`config.mk`:
```
export PLATFORM = sky130hd
export DESIGN_NAME = rx_word_assembler
export DESIGN_NICKNAME = d
export VERILOG_FILES = /design/src/rtl/rx_word_assembler.sv
export SDC_FILE = /design/constraint.sdc
export NUM_CORES = 1
export LEC_CHECK = 0
export CAP_MARGIN = 10
export CORE_ASPECT_RATIO = 0.8
export CORE_MARGIN = 2
export CORE_UTILIZATION = 50
export CTS_CLUSTER_SIZE = 12
export DETAILED_ROUTE_END_ITERATION = 10
export PLACE_DENSITY_LB_ADDON = 0.1
export SETUP_SLACK_MARGIN = 0.05
export SLEW_MARGIN = 20
export SYNTH_ARGS = -nofsm -noshare
export SYNTH_HDL_FRONTEND = slang
export SYNTH_SLANG_ARGS = --single-unit
```
`constraint.sdc`:
```
create_clock -name clk -period 2.76 [get_ports clk]
set_input_delay 0.69 -clock clk [delete_from_list [all_inputs] [get_ports clk]]
set_output_delay 0.69 -clock clk [all_outputs]
set_load 0.01 [all_outputs]
```
`src/rtl/rx_word_assembler.sv`:
```
// rtl/rx_word_assembler.sv - collects received bytes into words and queues them in a show-ahead FIFO
// Optional inter-byte timeout compiled in with `define RX_ASM_TIMEOUT_EN.
module rx_word_assembler #(
    parameter int BYTES_PER_WORD = 4,
    parameter int MSB_FIRST      = 1,
    parameter int FIFO_DEPTH     = 2,
    parameter int TIMEOUT_CYCLES = 1000,
    localparam int W             = 8 * BYTES_PER_WORD,
    localparam int LVL_W         = $clog2(FIFO_DEPTH) + 1
) (
    input  logic             clk,
    input  logic             reset,
    input  logic             byte_valid,
    input  logic [7:0]       byte_in,
    input  logic             flush,
    output logic             word_valid,
    input  logic             word_ready,
    output logic [W-1:0]     word_out,
    output logic [LVL_W-1:0] fifo_level,
    output logic             busy,
    output logic             overflow,
    output logic             timeout_err
);

    localparam int IDX_W = (BYTES_PER_WORD > 1) ? $clog2(BYTES_PER_WORD) : 1;
    localparam int PTR_W = $clog2(FIFO_DEPTH);
    localparam logic [IDX_W-1:0] LAST_IDX = IDX_W'(BYTES_PER_WORD - 1);

    localparam logic [0:0] ST_IDLE    = 1'b0;
    localparam logic [0:0] ST_COLLECT = 1'b1;

    logic [0:0]       state;
    logic [IDX_W-1:0] idx;
    logic [IDX_W-1:0] lane;
    logic [W-1:0]     partial;
    logic [W-1:0]     merged;
    logic [W-1:0]     mem [FIFO_DEPTH];
    logic [PTR_W-1:0] wr_ptr;
    logic [PTR_W-1:0] rd_ptr;
    logic [LVL_W-1:0] level;

    logic accept;
    logic last_byte;
    logic push;
    logic pop;
    logic full;
    logic push_ok;
    logic expire;

    assign accept    = byte_valid & ~flush;
    assign last_byte = (idx == LAST_IDX);
    assign push      = accept & last_byte;
    assign pop       = word_valid & word_ready & ~flush;
    assign full      = (level == LVL_W'(FIFO_DEPTH));
    // a full FIFO still takes the new word when its head leaves in the same cycle
    assign push_ok   = push & (~full | pop);

    assign lane = (MSB_FIRST != 0) ? (LAST_IDX - idx) : idx;

    always_comb begin
        merged = partial;
        for (int k = 0; k < BYTES_PER_WORD; k++) begin
            if (lane == IDX_W'(k)) begin
                merged[8*k +: 8] = byte_in;
            end
        end
    end

`ifdef RX_ASM_TIMEOUT_EN
    localparam int TO_W = $clog2(TIMEOUT_CYCLES + 1);

    logic [TO_W-1:0] to_cnt;
    logic            to_pulse;

    // a byte in the expiring cycle wins, so expiry needs an empty input slot
    assign expire = (state == ST_COLLECT) & ~byte_valid & ~flush &
                    (to_cnt == TO_W'(TIMEOUT_CYCLES - 1));

    always_ff @(posedge clk or negedge reset) begin
        if (!reset) begin
            to_cnt   <= '0;
            to_pulse <= 1'b0;
        end else begin
            to_pulse <= expire;
            if (flush || byte_valid || state == ST_IDLE || expire) begin
                to_cnt <= '0;
            end else begin
                to_cnt <= to_cnt + 1'b1;
            end
        end
    end

    assign timeout_err = to_pulse;
`else
    logic unused_timeout_cfg;

    assign unused_timeout_cfg = ^TIMEOUT_CYCLES;
    assign expire             = 1'b0;
    assign timeout_err        = 1'b0;
`endif

    always_ff @(posedge clk or negedge reset) begin
        if (!reset) begin
            state    <= ST_IDLE;
            idx      <= '0;
            partial  <= '0;
            wr_ptr   <= '0;
            rd_ptr   <= '0;
            level    <= '0;
            overflow <= 1'b0;
        end else if (flush) begin
            state    <= ST_IDLE;
            idx      <= '0;
            partial  <= '0;
            wr_ptr   <= '0;
            rd_ptr   <= '0;
            level    <= '0;
            overflow <= 1'b0;
        end else begin
            if (expire) begin
                state   <= ST_IDLE;
                idx     <= '0;
                partial <= '0;
            end else if (accept) begin
                if (last_byte) begin
                    state   <= ST_IDLE;
                    idx     <= '0;
                    partial <= '0;
                end else begin
                    state   <= ST_COLLECT;
                    idx     <= idx + 1'b1;
                    partial <= merged;
                end
            end

            if (push && !push_ok) begin
                overflow <= 1'b1;
            end
            if (push_ok) begin
                wr_ptr <= wr_ptr + 1'b1;
            end
            if (pop) begin
                rd_ptr <= rd_ptr + 1'b1;
            end
            if (push_ok && !pop) begin
                level <= level + 1'b1;
            end else if (pop && !push_ok) begin
                level <= level - 1'b1;
            end
        end
    end

    always_ff @(posedge clk) begin
        if (push_ok) begin
            mem[wr_ptr] <= merged;
        end
    end

    assign word_valid = (level != '0);
    assign word_out   = word_valid ? mem[rd_ptr] : '0;
    assign fifo_level = level;
    assign busy       = (state == ST_COLLECT);

endmodule

```
==> results of run 1 <==
cells in the final DEF, fill, tap and decap left out, types with 4 or more instances in the layout:
master / count
and2_1: 8
buf_4: 14
clkbuf_8: 9
clkdlybuf4s50_1: 48
dfrtp_1: 39
edfxtp_1: 64
ha_1: 4
inv_1: 8
mux2_2: 32
mux2i_1: 34
nand2_1: 50
nand2b_1: 24
nor2_1: 36
flip-flops by register name (all words and copies together), names as in the netlist:
name,flops
wr_ptr,1
fifo_level,2
rd_ptr,1
mem,64
partial,32
busy,1
overflow,1
idx,2
power groups by stage:
| stage | registers (mW) | logic [mW] | clock network [mW] |
|---|---|---|---|
| final | 1.69 | 0.203 | 0.863 |
| after floorplan | 1.73 | 0.124 | 0 |
| after global placement | 1.73 | 0.200 | 0 |
| after global routing | 1.70 | 0.224 | 0.955 |
| after detailed placement | 1.73 | 0.204 | 0 |
| after CTS | 1.69 | 0.205 | 0.891 |
how the worst min path moves through the flow:
stage / to / slack (ns) / cells after the start
CTS: busy / 0.29 / 1
detailed placement: partial[13] / 0.46 / 2
global placement: partial[26] / 0.45 / 2
global route: partial[16] / 0.31 / 1
finish: partial[30] / 0.28 / 1
floorplan: busy / 0.39 / 0
area by class of cell:
type / instances / area [um2]
flip-flops and latches: 104 / 2924
fillers: 691 / 3272
inverters: 8 / 30.03
multi-input cells: 209 / 1420
repair buffers: 65 / 630.6
clock inverters: 6 / 51.30
well taps: 112 / 140.1
clock buffers: 10 / 127.6
stage by stage:
stage	std cells	setup slack, ns
global route	514	0.06369
finish	514	0.1998
CTS	513	0.1159
floorplan	340	-0.09069
detailed placement	497	0.3961
global placement	497	0.3954
cell families after synthesis:
| family | count (synthesis) |
|---|---|
| fa+ha+maj | 4 |
| compound gates | 11 |
| mux | 66 |
| xor+xnor | 1 |
| simple gates | 126 |
| buf+inv | 27 |
| flops | 104 |
| other cells | 1 |
worst max-delay path, stage by stage, from the launching register on:
cell	delay [ns]
dfrtp_1	0.50
nor2_2	0.09
buf_4	0.21
nor2_1	0.15
clkdlybuf4s50_1	0.55
metal layers:
metal	global-route usage [%]	vias up	wire [um]
li1	-	1280	-
met1	29.82	1287	4149
met2	29.17	63	3923
met3	4.713	11	384
met4	5.754	0	112
met5	0	-	0
==> flow_summary.ini, run 1 <==
[run_status]
outcome = complete, no violations

[timing]
fin_crit_ns = 2.560
drv_slew = 0
hold_ws_ns = 0.2804
finalCritPeriodShare_pct = 92.76
maxSlewHeadroom_pct = 65.73
rsz0062_at_grt = false
fin_worst_skew_ns = 0.008673
setup_viol = 0
hold_viol = 0
tightest_slew_ns = 0.5140
fin_setup_tns_ns = 0
maxClockFrequency_mhz = 390.6

[yosys]
synthFlopType = edfxtp_1
yosys.cell_types.count = 30
synth-async-reset-ratio_pct = 38.46
synth_top_area_share_pct = 42.91
synthAdderAreaFrac_pct = 1.117
syn_nets = 357
synthMostInstantiatedCell = edfxtp_1
ys_top_cells_by_area = edfxtp_1 (43%), dfrtp_1 (22%), mux2_2 (8.0%)
muxShareOfSynthArea_pct = 15.64
synth_edf_count = 64
synth_top_family_by_area = multiplexers
synth_top_area_cell = edfxtp_1
ys_warn_count = 0
postSynthCellCount = 340
synthXorXnorAreaFrac_pct = 0.1955
synth-seq-cells = 104
synth_compound_area_share_pct = 1.732
synthSimpleGateAreaFrac_pct = 12.77
syn_avg_cell_area_um2 = 13.17
synthTopCellsByCount = edfxtp_1 (64), nand2_1 (50), dfrtp_1 (40), nor2_1 (39), mux2i_1 (34)
synth_area_um2 = 4479
seq_area_frac_synth_pct = 65.25

[worst_setup_path]
cp-end-kind = primary output
worstSetupEndpoint = word_out[15]
required_ns = 2.07
rr_worst_depth = 6
startpoint = fifo_level[1]
crit_path_start_kind = register
arrival_ns = 1.87
worstReg2RegEnd = partial[16]
reg2reg_slack_ns = 1.00
worstSetupPathType = register to primary output
r2r-start = idx[0]
critPathMaxFanout = 20

[power]
total_power_mw = 2.760
irDropWorstVdd_mv = 0.3045
p_clk_share_pct = 31.2
p_seq_share_pct = 61.4
pwr-share-comb_pct = 7.4
cell_internal_pwr_mw = 2.115
power.switching_mw = 0.6455
p_leak_nw = 2.149
pwr_density_cell_nw_per_um2 = 518.5
swShare_pct = 23.38

[clock_network]
post_cts_buffers = 0
cts-root-buf = clkbuf_8
clkLatencyLatePin_ns = 0.37
max-clock-path-buffers = 2
cts_tree = yes
cts_buffers = 9
cts.sinks = 104
hold_buffers = 0
cts_resized = 0
h-tree-depth = 3
path_clk_slew_ns = 0.10

[placement]
post_dp_cell_area_um2 = 5137
dp_hpwl_mm = 5.691
place.gp.congestion = 0.8277
port_buffers = 49

[worst_hold_path]
hp-class = primary input to asynchronous set/reset pin

[cells_and_area]
design_area_um2 = 5324
n_antenna_cell = 0
area_growth_pct = 18.85
layout.nets = 414
drive_gt1_share_pct = 16.92
fin_util_pct = 61.94

[drt]
wl_mm = 8.569
vias = 2641
drt-pass1-iter-count = 4
drc_errors = 0
drt-initial-drc-count = 129
ant_nets = 0
routed_via_density = 5.138
wl_per_cell_um = 16.67

[die]
fp.dieW_um = 109.8
rows = 30
core_um2 = 8596
start_util_pct = 52.11
die_h_um = 88.66
io_pins = 51
dieArea_um2 = 9736

[global_route]
grt_use_total_pct = 19.90
first_global_vias = 2597
grt_pass1_wl_mm = 14.02
overflow = 0
antenna_found_initial = 0
grt_max_degree = 28

[job]
drv_cap = 0
No activity file was read; power rests on OpenSTA's default activity.
==> run 2: changes to the inputs <==
- MAX_ROUTING_LAYER: default -> met4
- SETUP_SLACK_MARGIN: 0.05 -> 0.1
==> run 2 against run 1 <==
  * Worst hold slack better by 0.0032 ns
  * Global-route usage is 0.71 points higher
  * Power about the same
  * Sequential share of layout area about the same
  * Fmax up 1.3%
  * Die area is the same
  * Critical path type unchanged
  * Critical endpoint unchanged
  * Highest routed layer unchanged
==> flow_summary.ini, run 2 (synthesis results as in run 1) <==
[drt]
drt-initial-drc-count = 144
vias = 2630
drt-pass1-iter-count = 4
ant_nets = 0
routed_via_density = 5.117
wl_mm = 8.600
drc_errors = 0
wl_per_cell_um = 16.73

[timing]
finalCritPeriodShare_pct = 91.55
maxSlewHeadroom_pct = 65.26
maxClockFrequency_mhz = 395.8
hold_viol = 0
rsz0062_at_grt = false
layout_setup_ws_ns = 0.2332
fin_crit_ns = 2.527
setup_viol = 0
fin_setup_tns_ns = 0
drv_slew = 0
fin_worst_skew_ns = 0.01052
tightest_slew_ns = 0.5211
hold_ws_ns = 0.2836

[die]
fp.dieW_um = 109.8
rows = 30
core_um2 = 8596
die_h_um = 88.66
io_pins = 51
start_util_pct = 52.11
dieArea_um2 = 9736

[clock_network]
cts-root-buf = clkbuf_8
clkLatencyLatePin_ns = 0.37
max-clock-path-buffers = 2
h-tree-depth = 3
cts_tree = yes
cts_buffers = 9
cts.sinks = 104
path_clk_slew_ns = 0.10

[cells_and_area]
design_area_um2 = 5325
fin_util_pct = 61.95
n_antenna_cell = 0
largest-register = mem
final_cell_mix = edfxtp_1 (64), nand2_1 (50), clkdlybuf4s50_1 (48), dfrtp_1 (38), nor2_1 (36)
layout_commonest_cell = edfxtp_1
drive_gt1_share_pct = 17.16
area_growth_pct = 18.88
fill_cells = 692
largest_reg_flops = 64
top_regs = mem (64), partial (32)
layout.nets = 414

[global_route]
grt_max_degree = 28
grt_use_total_pct = 20.61
first_global_vias = 2603
antenna_found_initial = 0
grt_pass1_wl_mm = 14.02
overflow = 0

[run_status]
outcome = complete, no violations

[placement]
post_dp_cell_area_um2 = 5137
place.gp.congestion = 0.8402
dp_slack_ns = 0.3961
port_buffers = 49
dp_hpwl_mm = 5.691

[worst_setup_path]
worstReg2RegEnd = partial[16]
rr_worst_depth = 6
startpoint = fifo_level[1]
worstSetupPathType = register to primary output
cp-end-kind = primary output
reg2reg_slack_ns = 1.01
arrival_ns = 1.84
required_ns = 2.07
r2r-start = idx[0]
critPathMaxFanout = 20
crit_path_start_kind = register

[worst_hold_path]
hp-class = primary input to asynchronous set/reset pin

[power]
p_clk_share_pct = 31.3
pwr_density_cell_nw_per_um2 = 518.6
power.switching_mw = 0.6464
swShare_pct = 23.41
pwr-share-comb_pct = 7.4
p_seq_share_pct = 61.4
cell_internal_pwr_mw = 2.115
p_leak_nw = 2.147
irDropWorstVdd_mv = 0.3042

[job]
drv_cap = 0
-- run 2: worst max path at each step --
stage / cells after the start / to
2_1_floorplan: 4 / mem[0][0]
3_3_place_gp: 4 / mem[1][18]
3_5_place_dp: 4 / mem[1][18]
4_1_cts: 4 / word_out[22]
5_1_grt: 4 / word_out[15]
6_report: 4 / word_out[15]
-- run 2: per-layer routing --
layer  share of wire, %  wire [um]  track usage, %  vias to the layer above
met5                  0          0               -                        -
met4                1.2         99           5.754                        0
met3                3.5        304           4.639                        9
met2                 46       3971           29.17                       53
met1                 49       4225           30.06                     1293
li1                   -          -               -                     1275
-- run 2: worst max-delay path, cell delays in order (launching register included) --
cell and delay, ns:
dfrtp_2 0.47, nor2_2 0.15, buf_4 0.26, nor2_1 0.09, clkdlybuf4s50_1 0.48
-- run 2: stage by stage --
| step | cells | total power [mW] |
|---|---|---|
| 6_report | 514 | 2.761 |
| 5_1_grt | 514 | 2.877 |
| 4_1_cts | 513 | 2.790 |
| 3_5_place_dp | 497 | 1.933 |
| 3_3_place_gp | 497 | 1.927 |
| 2_1_floorplan | 340 | 1.850 |
-- run 2: power groups by stage --
| stage | combinational (mW) | sequential [mW] | clock, mW |
|---|---|---|---|
| 6_report | 0.204 | 1.69 | 0.863 |
| 5_1_grt | 0.224 | 1.70 | 0.955 |
| 4_1_cts | 0.205 | 1.69 | 0.891 |
| 3_5_place_dp | 0.204 | 1.73 | 0 |
| 3_3_place_gp | 0.200 | 1.73 | 0 |
| 2_1_floorplan | 0.124 | 1.73 | 0 |
-- run 2: layout make-up --
cell class / count / area, um2 / share of cell area, %
sequential: 104 / 2925 / 54.93
clock buffer: 10 / 127.6 / 2.397
tap: 112 / 140.1 / 2.632
clock inverter: 6 / 51.30 / 0.9633
multi-input combinational: 209 / 1420 / 26.67
timing repair buffer: 65 / 630.6 / 11.84
inverter: 8 / 30.03 / 0.5639
-- run 2: timing repair --
item	4_1_cts	5_1_grt
setup buffers	0	1
resized for setup	0	1
setup endpoints to repair	0	19
hold buffers	0	0
